## config.mk

```make
export PLATFORM = sky130hd
export DESIGN_NAME = audio_mixer
export DESIGN_NICKNAME = d
export VERILOG_FILES = /design/src/rtl/audio_mixer.sv
export SDC_FILE = /design/constraint.sdc
export NUM_CORES = 1
export LEC_CHECK = 0
export BUFFER_PORTS_ARGS = -buffer_cell sky130_fd_sc_hd__buf_4
export CAP_MARGIN = 20
export CORE_MARGIN = 2
export CORE_UTILIZATION = 35
export CTS_BUF_LIST = sky130_fd_sc_hd__clkbuf_4 sky130_fd_sc_hd__clkbuf_8
export DETAILED_ROUTE_END_ITERATION = 8
export GPL_TIMING_DRIVEN = 0
export PLACE_DENSITY = 0.49
export SYNTH_ARGS = -nofsm -noshare
export SYNTH_HDL_FRONTEND = slang
export SYNTH_SLANG_ARGS = --single-unit
```

## constraint.sdc

```tcl
create_clock -name clk -period 16.2 [get_ports clk]
set_clock_uncertainty 0.15 [all_clocks]
set_input_delay 2.43 -clock clk [delete_from_list [all_inputs] [get_ports clk]]
set_output_delay 2.43 -clock clk [all_outputs]
set_load 0.02 [all_outputs]
```

## src/rtl/audio_mixer.sv

```systemverilog
// Three-stage stereo audio mixer: capture sources, apply per-source gain,
// then sum, saturate and scale by a soft-mute ramp shared by both channels.
module audio_mixer #(
  parameter logic [15:0] SPK_LEVEL = 16'h2000
) (
  input  logic        clk,
  input  logic        reset,
  input  logic        sample_stb_i,
  input  logic [15:0] ssp_audio_i,
  input  logic [9:0]  mb_audio_l_i,
  input  logic [9:0]  mb_audio_r_i,
  input  logic        speaker_i,
  input  logic [1:0]  ssp_gain_i,
  input  logic [1:0]  mb_gain_i,
  input  logic [1:0]  spk_gain_i,
  input  logic        mute_i,
  output logic [15:0] audio_l_o,
  output logic [15:0] audio_r_o,
  output logic        valid_o,
  output logic        clip_o,
  output logic        muted_o
);

  localparam logic [4:0] RAMP_MAX = 5'd16;

  function automatic logic [15:0] f_gain(input logic [15:0] v, input logic [1:0] g);
    case (g)
      2'd3:    f_gain = v;
      2'd2:    f_gain = v >> 1;
      2'd1:    f_gain = v >> 2;
      default: f_gain = 16'h0000;
    endcase
  endfunction

  logic [4:0]  r_ramp;
  logic        r_s1_valid, r_s2_valid, r_valid, r_clip;
  logic [15:0] r_s1_ssp, r_s1_spk, r_s2_ssp, r_s2_spk;
  logic [1:0]  r_s1_ssp_gain, r_s1_mb_gain, r_s1_spk_gain;
  logic [4:0]  r_s1_ramp, r_s2_ramp;
  logic [9:0]  w_mb_in [2];
  logic [15:0] r_s1_mb [2];
  logic [15:0] r_s2_mb [2];
  logic [15:0] w_out   [2];
  logic [1:0]  w_clip;
  logic [15:0] r_audio [2];

  assign w_mb_in[0] = mb_audio_l_i;
  assign w_mb_in[1] = mb_audio_r_i;

  // Ramp moves one step per strobe and saturates at both ends.
  always_ff @(posedge clk) begin
    if (reset) begin
      r_ramp <= 5'd0;
    end else if (sample_stb_i) begin
      if (mute_i && r_ramp != 5'd0)
        r_ramp <= r_ramp - 5'd1;
      else if (!mute_i && r_ramp < RAMP_MAX)
        r_ramp <= r_ramp + 5'd1;
    end
  end

  // Stage valid bits; data registers below need no reset.
  always_ff @(posedge clk) begin
    if (reset) begin
      r_s1_valid <= 1'b0;
      r_s2_valid <= 1'b0;
      r_valid    <= 1'b0;
      r_clip     <= 1'b0;
    end else begin
      r_s1_valid <= sample_stb_i;
      r_s2_valid <= r_s1_valid;
      r_valid    <= r_s2_valid;
      r_clip     <= r_s2_valid & (|w_clip);
    end
  end

  always_ff @(posedge clk) begin
    if (sample_stb_i) begin
      r_s1_ssp      <= ssp_audio_i;
      r_s1_spk      <= speaker_i ? SPK_LEVEL : 16'h0000;
      r_s1_ssp_gain <= ssp_gain_i;
      r_s1_mb_gain  <= mb_gain_i;
      r_s1_spk_gain <= spk_gain_i;
      r_s1_ramp     <= r_ramp;
    end
    if (r_s1_valid) begin
      r_s2_ssp  <= f_gain(r_s1_ssp, r_s1_ssp_gain);
      r_s2_spk  <= f_gain(r_s1_spk, r_s1_spk_gain);
      r_s2_ramp <= r_s1_ramp;
    end
  end

  genvar gi;
  generate
    for (gi = 0; gi < 2; gi++) begin : g_chan
      logic [17:0] w_sum;
      logic [15:0] w_sat;
      logic [20:0] w_prod;

      assign w_sum      = {2'b00, r_s2_ssp} + {2'b00, r_s2_mb[gi]} + {2'b00, r_s2_spk};
      assign w_clip[gi] = |w_sum[17:16];
      assign w_sat      = w_clip[gi] ? 16'hFFFF : w_sum[15:0];
      assign w_prod     = {5'b0, w_sat} * {16'b0, r_s2_ramp};
      assign w_out[gi]  = 16'(w_prod >> 4);

      always_ff @(posedge clk) begin
        if (sample_stb_i)
          r_s1_mb[gi] <= {1'b0, w_mb_in[gi], 5'b00000};
        if (r_s1_valid)
          r_s2_mb[gi] <= f_gain(r_s1_mb[gi], r_s1_mb_gain);
        if (reset)
          r_audio[gi] <= 16'h0000;
        else if (r_s2_valid)
          r_audio[gi] <= w_out[gi];
      end
    end
  endgenerate

  assign audio_l_o = r_audio[0];
  assign audio_r_o = r_audio[1];
  assign valid_o   = r_valid;
  assign clip_o    = r_clip;
  assign muted_o   = (r_ramp == 5'd0);

endmodule

```

**Yosys cells after proc, flatten, opt, wreduce, memory -nomap -nowiden**

Memory sizes are Yosys's and may differ from the RTL's.
Index checks and enable logic that the tools add are counted.

- Equality and inequality tests: 9
- Order comparisons: 1
- Bitwise logic cells: 3
- $mul: 2
- $add $sub $neg: 6
- Mux-type cells: 22
- Reductions and logical operators: 10

Operators by type and width:

| cell | count |
|---|---|
| 16-bit case mux with 3 select lines | 4 |
| 16-bit 2-to-1 mux | 6 |
| 16-bit by 5-bit multiplier with 20-bit output | 2 |
| 17-bit by 16-bit adder with 18-bit output | 2 |
| 16-bit by 16-bit adder with 17-bit output | 2 |
| 14-bit 2-to-1 mux | 1 |
| 2-bit == test, second input constant | 6 |
| 5-bit 2-to-1 mux | 2 |
| 1-bit 2-to-1 mux | 9 |
| 2-bit by 1-bit == test with 1-bit output, second input constant | 3 |
| 5-bit by 1-bit adder with 5-bit output, second input constant | 1 |
| 5-bit logical NOT | 1 |
| 5-bit less-than comparator, second input constant | 1 |
| 5-bit nonzero test | 1 |
| 5-bit by 1-bit subtractor with 5-bit output, second input constant | 1 |
| 2-bit OR reduction | 2 |
| 4-bit OR reduction | 1 |
| 1-bit logical AND | 2 |
| 1-bit OR | 2 |
| 2-bit AND reduction | 1 |
| 2-bit nonzero test | 1 |
| 1-bit AND | 1 |
| 1-bit logical NOT | 1 |

- Memories: 3
- Logic and storage cells: 70
- Input port bits: 47
- Bits in registers: 89
- Output and inout port bits: 35
- Memory bits (writable): 84

Memories:

| name | words | width | read ports | clocked after Yosys merged registers in | wr ports | RTL line | text |
|---|---|---|---|---|---|---|---|
| r_audio | 2 | 16 | 2 | 0 | 2 | 45 | `logic [15:0] r_audio [2];` |
| r_s2_mb | 2 | 16 | 2 | 0 | 2 | 42 | `logic [15:0] r_s2_mb [2];` |
| r_s1_mb | 2 | 10 | 2 | 0 | 2 | 41 | `logic [15:0] r_s1_mb [2];` |

**Logic depth before layout (Yosys ltp)**

Gate-level depths: netlist (run 1).
An unclocked memory read counts as a cell.

- Word-level depth: 7
- Mapped depth: 29
- Mapped depth without buffers: 28

**Worst setup path before layout (run 1)**

No wires, ideal clock.

- Path type: register -> register
- Start point: register r_s2_ssp[11]
- End point: memory r_audio[0][15], data pin
- Buffers on the path: 1
- Arrival time: 6012 ps
- Cell stages (with the launch flop): 29
- Setup slack: 9785 ps
- Period minus slack after synthesis: 6415 ps
- Library setup time: 253 ps
- Data required time: 15797 ps
- Cells stage by stage: edfxtp_1 inv_1 fa_1 inv_1 ha_1 a21oi_1 a21oi_1 and3_1 o21ai_2 nor2b_1 clkbuf_1 o21ai_0 and2_1 fa_1 fa_1 inv_1 fa_1 inv_1 ha_1 a21o_1 a21oi_1 nor2b_1 o21ai_0 nand2b_1 a2111oi_0 o21ai_1 a31oi_1 or3_1 nand2_1

RTL lines:

| item | RTL line | text |
|---|---|---|
| from (decl) | 37 | `logic [15:0] r_s1_ssp, r_s1_spk, r_s2_ssp, r_s2_spk;` |
| from (signal assigned) | 87 | `r_s2_ssp <= f_gain(r_s1_ssp, r_s1_ssp_gain);` |
| to (decl) | 45 |  |

==> results of run 1 <==
## worst max-delay path by stage
stage	from	endpoint	depth (start not counted)
floorplan	r_s2_ssp[11]	r_audio[0][15]	28
global placement	r_s2_ssp[11]	r_audio[0][15]	28
detailed placement	r_s2_ssp[11]	r_audio[0][15]	28
global route	r_s2_ssp[11]	r_audio[0][15]	28
CTS	r_s2_ssp[11]	r_audio[0][15]	28
finish	r_s2_ssp[11]	r_audio[0][15]	28
## final cells by class
cell class	instances	area [sq um]	area share (%)
clock inverter	15	180	1.39
clock buffer	17	234	1.81
multi-input combinational	794	6670	51.5
inverter	139	522	4.03
sequential	137	4030	31.1
buffer	42	158	1.22
tap	442	553	4.27
timing repair buffer	81	621	4.79
## metal layers
metal / global-route usage, % / wire (um)
met1: 21.4 / 12300
met3: 2.73 / 727
met2: 26.7 / 12100
met4: 4.86 / 420
met5: 0 / 0
## logic make-up (layout without fill, tap and decap cells)
logic type	after synthesis	after routing	share of synthesized area [%]
AO/OA/AOI/OAI	228	228	12.1
flip-flops	137	137	35.4
multiplexers	32	32	2.85
XOR/XNOR	48	48	3.70
AND/OR/NAND/NOR	300	300	13.6
buffers and inverters	181	294	5.97
adder cells (fa/ha/maj)	186	186	26.3
## flip-flops by register name, indices dropped and copies added (netlist names)
signal and cells:
r_s1_spk 1, r_s1_spk_gain 2, valid_o 1, r_s1_ssp 16
r_audio 32, clip_o 1, r_s1_ssp_gain 2, r_s1_ramp 5
r_s2_ramp 5, r_ramp 5, r_s2_mb 24, r_s2_spk 3
r_s2_ssp 16, r_s1_mb_gain 2, r_s1_mb 20, r_s1_valid 1
r_s2_valid 1
## worst max-delay path, delay by kind of cell (launching register included)
kind | cells | cell delay [ns]
flip-flops | 1 | 0.34
AND/OR/NAND/NOR | 7 | 0.98
adder cells (fa/ha/maj) | 6 | 2.78
AO/OA/AOI/OAI | 10 | 2.26
buffers and inverters | 5 | 0.63
## cell usage in the layout (no fill, tap or decap), types with 29 or more instances in the layout
| cell type | instances |
|---|---|
| nor2_1 | 68 |
| clkbuf_1 | 39 |
| mux2i_1 | 29 |
| nand2_1 | 59 |
| o21ai_0 | 52 |
| xnor2_1 | 29 |
| inv_1 | 139 |
| nor2b_1 | 71 |
| and2_1 | 43 |
| edfxtp_1 | 128 |
| a21oi_1 | 95 |
| buf_4 | 80 |
| fa_1 | 89 |
| ha_1 | 97 |
## metrics by stage
stage	total power, mW	util, %
after global routing	2.91	40.1
after CTS	2.63	40.1
after global placement	2.31	38.8
after floorplan	1.92	-
after detailed placement	2.32	38.9
final	2.59	40.1
## Yosys cell counts, drive strengths merged (2+ instances only)
cell	instances	area (sq um)
nand2b	14	87.6
edfxtp	128	3840
ha	97	1210
o211ai	2	15.0
mux2i	29	290
nor3	12	60.1
nand2	59	221
a21o	21	158
a21oi	97	493
o31a	2	17.5
dfxtp	9	180
a211oi	7	62.6
a2111oi	3	32.5
o21bai	2	15.0
nor2b	71	444
xor2	19	166
a22o	3	26.3
a31oi	6	37.5
nand3	8	45.0
clkbuf	39	146
nor2	68	255
and2	43	269
o21ai	61	313
and3	9	56.3
nor4	3	18.8
and3b	2	17.5
xnor2	29	254
nand4	2	12.5
or3	3	18.8
inv	139	522
o21a	10	75.1
buf	3	11.3
mux2	3	33.8
a41oi	2	17.5
o31ai	3	27.5
nor3b	3	22.5
fa	89	1780
## power by group
part | switching [mW] | leakage [nW] | internal [mW]
clock | 0.164 | 0.204 | 0.131
combinational | 1.05 | 4.17 | 0.787
sequential | 0.0217 | 1.32 | 0.438
==> metrics, run 1 <==
status=completed; First-pass DRT Iterations=4; Critical Path RT=16.30 ns; clk sink count=137; # IOs=82; Worst Reg-to-Reg Cells=28; critical path's largest stage delay=0.55 ns; total number of vias=7,831; Final WS setup=8.80 ns; post-synthesis cell area=11,400 sq um; Hold Crit Depth=0; R2R setup slack=8.80 ns; number of port buffers=80; synthesized area per cell=10.2 sq um; hold path startpoint=r_s1_ramp[0]; GRT Residual Overflow=0; Hold Buf Count CTS=0; layout cell share with drive strength beyond 1=10.4%; Leak=5.69 nW; first-pass GRT wire length=41.9 mm; CTS Buf Count=17; max_cap viols=0; Layout Cells excl Fill=1,667; setup_tns=0 ns; Placed Area=12,500 sq um; critical path capture point type=flop; Nets=1,445; largest net degree at the start of global routing=51; CP arrival=7.49 ns; CTS clk-pin slew, worst paths=0.10 ns; Worst Max-Slew Pin Slew=0.824 ns; htree depth=4; crit-path max FO=9; hold endpoint=r_s2_ramp[0]; register area share after synthesis=35.4%; initial antenna violation count=0; Total GRT Usage=16.1%; n_diodes=0; Max Fclk=0.135 GHz; Die Height=184 um; Final Hold Fails=0; Hold Crit Class=flop to flop; slowest CP cell=fa_1; Gate Count Post-Synth=1,112; clock period minus final worst setup slack=7.40 ns; Post-route DRC=0; number of synthesized register bits=137; fraction of registers with async set/reset=0%; die area=34,000 sq um; vias in the first global route=7,911; Final period util=45.7%; crit path kind=flop to flop; Final setup viols=0; placed insts=1,635; CTS tree=done; gpl congestion=0.808; core area=32,300 sq um; relative slew slack=45.0%; crit start category=flop; syn_nets=1,345; Cell variety after synth=56; number of synthesized flops with an enable pin=128; Slew Limit Fails=0; Clk Latency, worst-skew pair=0.48 ns; Synth Warn #=0; Resized cells post-CTS=0; RR Endpoint=r_audio[0][15]; WL/cell=15.3 um; Routed Antenna Nets=0; DR vias/cell=4.70; RSZ-0062 raised after global routing=false; Primary FF master, synth=edfxtp_1; CTS root buf=clkbuf_8; fillers=3,235; DPL Wire Length=20.6 mm; Max rail drop VDD=0.103 mV; Worst Hold Margin=0.273 ns; origin of the critical flop-to-flop path=r_s2_ssp[11]; area grow syn2layout=14.0%; routed wire length=25.5 mm; initial cell density of the core=35.2%; design area=13,000 sq um; CTS max path bufs=2; Rows=66; pwr dens=200 nW/um^2; Setup WS pre-CTS=8.75 ns; total setup buffers inserted after CTS=0; Iter 0 DRT Violations=327; chip width=184 um
No activity file was read; power rests on OpenSTA's default activity.
==> run 2: changes to the inputs <==
clock period = 7 ns   (was 16.2 ns; I/O delays follow)
==> run 2 against run 1 <==
  * Utilization up 0.55 points
  * Non-clock buffer count is 3 higher
  * Sequential share of layout area decreased by 0.42 points
  * Critical path type unchanged
  * First-iteration DRC count fell by 12%
  * Register-to-register slack got worse by 8.4 ns
  * Final area rose by 1.4%
  * Flip-flop and latch count did not move
  * Setup slack got worse by 8.4 ns
  * Clock power up 130%
  * Via count increased by 0.45%
==> metrics, run 2 (same netlist as run 1, synthesis figures left out) <==
GRT Residual Overflow=0; Die Height=184 um; Final period util=94.4%; commonest non-fill, non-tap cells in the layout=138 x inv_1, 128 x edfxtp_1, 95 x ha_1; Total GRT Usage=16.1%; number of port buffers=80; max reg flops=32; most used cell, CP=fa_1; relative slew slack=45.1%; CTS tree=done; WL/cell=15.4 um; critical path capture point type=flop; Final Hold Fails=0; Nets=1,448; Max Fclk=0.151 GHz; gpl congestion=0.808; Rows=66; DPL Wire Length=20.6 mm; most flop-heavy register=r_audio; CTS root buf=clkbuf_8; CTS Buf Count=17; die area=34,000 sq um; Worst Max-Slew Pin Slew=0.823 ns; First-pass DRT Iterations=4; total number of vias=7,866; Post-route DRC=0; pwr dens=472 nW/um^2; Placed Area=12,500 sq um; crit path kind=flop to flop; Iter 0 DRT Violations=289; max_cap viols=0; Hold Crit Class=flop to flop; Final setup viols=0; Worst Hold Margin=0.274 ns; clk sink count=137; vias in the first global route=7,916; CP arrival=6.65 ns; Leak=5.74 nW; total power=6.20 mW; crit-path max FO=19; Clk Latency, worst-skew pair=0.48 ns; clock period minus final worst setup slack=6.61 ns; slowest CP cell=fa_1; CTS clk-pin slew, worst paths=0.09 ns; core area=32,300 sq um; DR vias/cell=4.71; initial cell density of the core=35.2%; Slew Limit Fails=0; status=completed; chip width=184 um; area grow syn2layout=15.5%; biggest regs=r_audio: 32 flops, r_s2_mb: 24 flops, r_s1_mb: 20 flops; first-pass GRT wire length=41.8 mm; htree depth=4; CTS max path bufs=2; Max rail drop VDD=0.253 mV; # IOs=82; Critical Path RT=7.04 ns; crit start category=flop; most common cell after layout, fill and taps aside=inv_1; initial antenna violation count=0; RSZ-0062 raised after global routing=true; layout cell share with drive strength beyond 1=13.1%; critical path's largest stage delay=0.59 ns; routed wire length=25.7 mm; largest net degree at the start of global routing=51; n_diodes=0; Routed Antenna Nets=0; design area=13,100 sq um
[run 2: through the flow]
stage	std cells	setup TNS (ns)	util, %	worst slack [ns]
floorplan	1112	0	-	0.585
global placement	1634	-2.09	38.8	-0.358
detailed placement	1635	-2.62	38.9	-0.447
CTS	1666	-0.00272	40.2	-0.00272
global route	1670	-0.0536	40.7	-0.0536
finish	1670	0	40.7	0.391
[run 2: report_power, final]
part	internal [mW]	switching, mW
registers	1.01	0.0502
logic	1.93	2.52
clock network	0.304	0.380
total	3.25	2.95
[run 2: worst paths after layout]
check                                   from            end  slack (ns)  cells after the start
worst max-delay path             r_s2_ssp[4]  r_audio[1][8]        0.39                     25
worst min-delay path            r_s1_ramp[0]   r_s2_ramp[0]        0.27                      0
worst max register to register   r_s2_ssp[4]  r_audio[1][8]        0.39                     25
worst min register to register  r_s1_ramp[0]   r_s2_ramp[0]        0.27                      0
[run 2: worst max-delay path, delay by kind of cell (launching register included)]
family	cells	cell delay, ns
AND/OR/NAND/NOR	6	0.62
adder cells (fa/ha/maj)	7	2.81
buffers and inverters	3	0.42
AO/OA/AOI/OAI	9	1.82
flip-flops	1	0.48
[run 2: timing repair]
item / 4_1_cts / 5_1_grt
setup buffers: 0 / 3
cloned: 0 / 1
resized for setup: 10 / 39
pin swaps: 0 / 8
hold buffers: 0 / 0
endpoints found under the setup margin: 14 / 17
[run 2: per-layer routing]
metal	share of wire [%]	GRT usage (%)
met1	48	21.4
met2	47	26.8
met3	3.0	2.73
met4	1.6	4.86
met5	0	0
[run 2: layout make-up]
class | count | area [sq um]
plain buffers | 41 | 175
clock buffers | 17 | 234
clock inverters | 15 | 180
fillers | 3220 | 19100
inverters | 139 | 526
multi-input cells | 794 | 6790
flip-flops and latches | 137 | 4030
well taps | 442 | 553
repair buffers | 85 | 654
